## src/rtl/mem_bus_port.sv

```systemverilog
// Memory-side bus endpoint: owns MAR/MDR and runs a req/ack
// transaction with the word-addressed RAM.
module mem_bus_port #(
  parameter int DATA_W  = 32,
  parameter int ADDR_W  = 9,
  parameter int TIMEOUT = 15
) (
  input  logic              clk,
  input  logic              clr_n,
  input  logic [DATA_W-1:0] BusMuxOut,
  input  logic              MARin,
  input  logic              MDRin,
  input  logic              Read,
  input  logic              Write,
  output logic [DATA_W-1:0] BusMuxInMDR,
  output logic              busy,
  output logic              done,
  output logic              err,
  output logic              mem_req,
  output logic              mem_we,
  output logic [ADDR_W-1:0] mem_addr,
  output logic [DATA_W-1:0] mem_wdata,
  input  logic              mem_ack,
  input  logic [DATA_W-1:0] mem_rdata
);

  localparam int CNT_W = $clog2(TIMEOUT + 1);
  localparam logic [CNT_W-1:0] CNT_LAST = CNT_W'(TIMEOUT - 1);

  typedef enum logic [1:0] {
    IDLE,
    REQ,
    DONE
  } state_t;

  state_t            state;
  logic [ADDR_W-1:0] mar;
  logic [DATA_W-1:0] mdr;
  logic [CNT_W-1:0]  cnt;

  assign busy        = (state != IDLE);
  assign mem_addr    = mar;
  assign mem_wdata   = mdr;
  assign BusMuxInMDR = mdr;

  always_ff @(posedge clk or negedge clr_n) begin
    if (!clr_n) begin
      state   <= IDLE;
      mar     <= '0;
      mdr     <= '0;
      cnt     <= '0;
      mem_req <= 1'b0;
      mem_we  <= 1'b0;
      done    <= 1'b0;
      err     <= 1'b0;
    end else begin
      done <= 1'b0;
      unique case (state)
        IDLE: begin
          if (MARin) mar <= BusMuxOut[ADDR_W-1:0];
          if (MDRin) mdr <= BusMuxOut;
          // Read wins when both strobes arrive together
          if (Read || Write) begin
            state   <= REQ;
            mem_req <= 1'b1;
            mem_we  <= Write & ~Read;
            err     <= 1'b0;
            cnt     <= '0;
          end
        end
        REQ: begin
          if (mem_ack) begin
            if (!mem_we) mdr <= mem_rdata;
            mem_req <= 1'b0;
            mem_we  <= 1'b0;
            done    <= 1'b1;
            state   <= DONE;
          end else if (cnt == CNT_LAST) begin
            mem_req <= 1'b0;
            mem_we  <= 1'b0;
            err     <= 1'b1;
            done    <= 1'b1;
            state   <= DONE;
          end else begin
            cnt <= cnt + 1'b1;
          end
        end
        DONE: begin
          state <= IDLE;
        end
        default: begin
          state <= IDLE;
        end
      endcase
    end
  end

endmodule
```

## config.mk

```make
export PLATFORM = sky130hd
export DESIGN_NAME = mem_bus_port
export DESIGN_NICKNAME = d
export VERILOG_FILES = /design/src/rtl/mem_bus_port.sv
export SDC_FILE = /design/constraint.sdc
export NUM_CORES = 1
export LEC_CHECK = 0
export CORE_MARGIN = 2
export CORE_UTILIZATION = 35
export CTS_CLUSTER_SIZE = 16
export DETAILED_ROUTE_END_ITERATION = 10
export PLACE_DENSITY = 0.77
export SLEW_MARGIN = 10
export SYNTH_ARGS = -nofsm -noshare
export SYNTH_HDL_FRONTEND = slang
export SYNTH_SLANG_ARGS = --single-unit
export TNS_END_PERCENT = 1
```

## constraint.sdc

```tcl
create_clock -name clk -period 1.5 [get_ports clk]
set_clock_uncertainty 0.1 [all_clocks]
set_input_delay 0.375 -clock clk [delete_from_list [all_inputs] [get_ports clk]]
set_output_delay 0.375 -clock clk [all_outputs]
set_load 0.005 [all_outputs]
```

==> impl_metrics.ini <==
[run_status]
outcome = finished, violations left
violations = setup timing

[clock_network]
clkTransAtPathRegs_ns = 0.09
cts_root_buf = clkbuf_8
cts_htree_levels = 2
cts_made_buffers = 5
cts.sinks = 51
cts_tree = built
clock_latency_ns = 0.29
clk_path_buf_depth = 2

[die]
rows = 31
start_util = 0.364
die_area_sq_um = 8350
die_w_microns = 91.4
core_sq_um = 7330
io_pins = 149
die_y_microns = 91.4

[critical_path]
worstReg2RegEnd = BusMuxInMDR[26]
path_class = reg -> reg
startpoint_type = flip-flop
cp_data_arrival_time_ns = 1.74
timing.rr.start = state[0]
crit_path_end_kind = flip-flop
r2r_slack_ns = -0.16
critPathMaxFanout = 21
cp_data_required_time_ns = 1.58
r2r_cells = 5

[finish]
nFillCells = 639
num_antenna_cells = 0
layout_common_cells = dlygate4sd2_1, clkdlybuf4s50_1, mux2_2
layout-drive-gt1-share = 0.339
multi_input_area_sq_um = 1210
final_common_cell = dlygate4sd2_1
regArea_sq_um = 1280
areaGrowthSynthToFinish_pct = 62.5
layoutNonFillerInstCount = 441
fin_area_sq_um = 4340
fin_nets = 414

[timing]
min_period_ns = 1.66
fin_crit_sh = 1.11
relSlewSlack = 0.715
setup_tns_ns = -5.58
fin_ws_ns = -0.163
final-hold-violation-count = 0
slew_violations = 0
worst_pin_slew_ns = 0.425
max_freq_ghz = 0.601
rsz0062_at_grt = true
setup_viol = 47

[placed_design]
placed_area_sq_um = 4220
portBuffers = 148
preCtsSetupSlack_ns = -0.520
placed_cells = 430
place_congestion = 0.740
hpwlAfterDp_microns = 4850

[worst_hold_path]
hold_path_class = reg -> reg
min_from = mem_addr[2]
whs_endpoint = mem_addr[2]
holdPathStages = 1

[power_and_ir_drop]
pwr_density_cell_nw_per_um2 = 1810
peakVddDrop_uv = 1030
leakagePower_nw = 1.98
power_mw = 7.85

[drt]
drt_iter0_drc = 44
wl_per_cell_microns = 14.9
vias = 2059
viasPerCell = 4.67
ant_nets = 0
route.detailed.drc = 0
first_pass_iters = 4
wirelength_microns = 6580

[logic_synthesis]
synth_fp_nets = 278
synthMuxAreaShare = 0.319
synthDistinctLibCells = 29
synth-edff-count = 0
synthFlopType = dfrtp_1
async_flop_share = 1.00
yosysWarnings = 0
synth_compound_area_frac = 0.0319
syn_inst = 205
synth-xor-area-share = 0.00328
synth_seq_cells = 51
avgSynthCellArea_sq_um = 13.0
yosys.area_share.simple = 0.0379
seq_area_frac_synth = 0.478
synth_top_family_by_area = multiplexers
synth_fa_ha_area_frac = 0.00937
synth_area_sq_um = 2670

[grt]
first_global_vias = 2247
grt_pass1_wl_microns = 11000
gr-total-overflow = 0
grt_max_degree = 52
antenna_found_initial = 0
grt_usage = 0.162

[run]
drv_cap = 0
-- layer usage --
metal | up-vias | share of wire | track usage
met5 | - | 0 | 0
met4 | 0 | 0.012 | 0.0429
met3 | 6 | 0.069 | 0.0407
met2 | 95 | 0.51 | 0.289
met1 | 1001 | 0.41 | 0.193
li1 | 957 | - | -
-- cell type report --
| cell class | count | area share |
|---|---|---|
| flip-flops and latches | 51 | 0.294 |
| clock inverters | 1 | 0.00115 |
| inverters | 5 | 0.00432 |
| clock buffers | 7 | 0.0176 |
| multi-input cells | 108 | 0.279 |
| well taps | 99 | 0.0285 |
| repair buffers | 170 | 0.375 |
-- worst max path at each step --
stage / startpoint / end / slack [ns] / cells past startpoint
finish: state[0] / BusMuxInMDR[26] / -0.16 / 5
detailed placement: mem_ack / BusMuxInMDR[21] / -0.52 / 5
global placement: mem_ack / BusMuxInMDR[12] / -0.50 / 5
floorplan: state[1] / BusMuxInMDR[27] / -0.11 / 5
global route: state[0] / BusMuxInMDR[21] / -0.23 / 5
CTS: state[0] / BusMuxInMDR[31] / -0.17 / 5
-- report_power, final --
group | switching [mW] | internal, mW
combinational | 1.61 | 2.99
clock | 0.420 | 0.328
sequential | 0.457 | 2.05
total | 2.49 | 5.36
-- metrics by stage --
step	utilization	hold WS, ns
final	0.592	0.415
after global routing	0.592	0.432
after CTS	0.588	0.417
after detailed placement	0.576	0.289
after global placement	0.576	0.287
after floorplan	-	-0.0206
-- cell usage after synthesis, types with 2 or more instances --
cell type	count	area, sq um
mux2_2	69	777
dfrtp_1	51	1280
buf_4	35	263
nor2_1	6	22.5
inv_1	5	18.8
mux2_1	4	45.0
o21ai_0	4	20.0
buf_2	3	15.0
mux2i_1	3	30.0
a21oi_1	2	10.0
and3_1	2	12.5
buf_6	2	22.5
ha_1	2	25.0
nand2b_1	2	12.5
-- repair_timing --
action / 4_1_cts / 5_1_grt
resized for setup: 102 / 14
gates cloned: 0 / 0
pin swaps: 1 / 1
hold buffers: 1 / 0
setup endpoints to repair: 127 / 58
hold endpoints to repair: 51 / 0
buffers inserted: 2 / 0
-- state kept, by name, summed over array words and instances, names as in the netlist --
| name | cells |
|---|---|
| mem_addr | 9 |
| cnt | 4 |
| done | 1 |
| BusMuxInMDR | 32 |
| mem_req | 1 |
| state | 2 |
| err | 1 |
| mem_we | 1 |
-- logic make-up (layout without fill, tap and decap cells) --
group	count (synthesis)	after routing
AOI/OAI and AO/OA	12	12
xor gates and xnor gates	1	1
adders and majority gates	2	2
buffers and inverters	46	183
DFF	51	51
muxes	76	76
and+or+nand+nor	17	17
-- worst max-delay path, cell delays in order, from the launching register on --
cell and delay [ns]:
dfrtp_2 0.43, buf_6 0.14, nand2b_4 0.09, buf_12 0.18, mux2_2 0.35, mux2_2 0.26
Note: power is estimated with default switching activity, not from simulation.
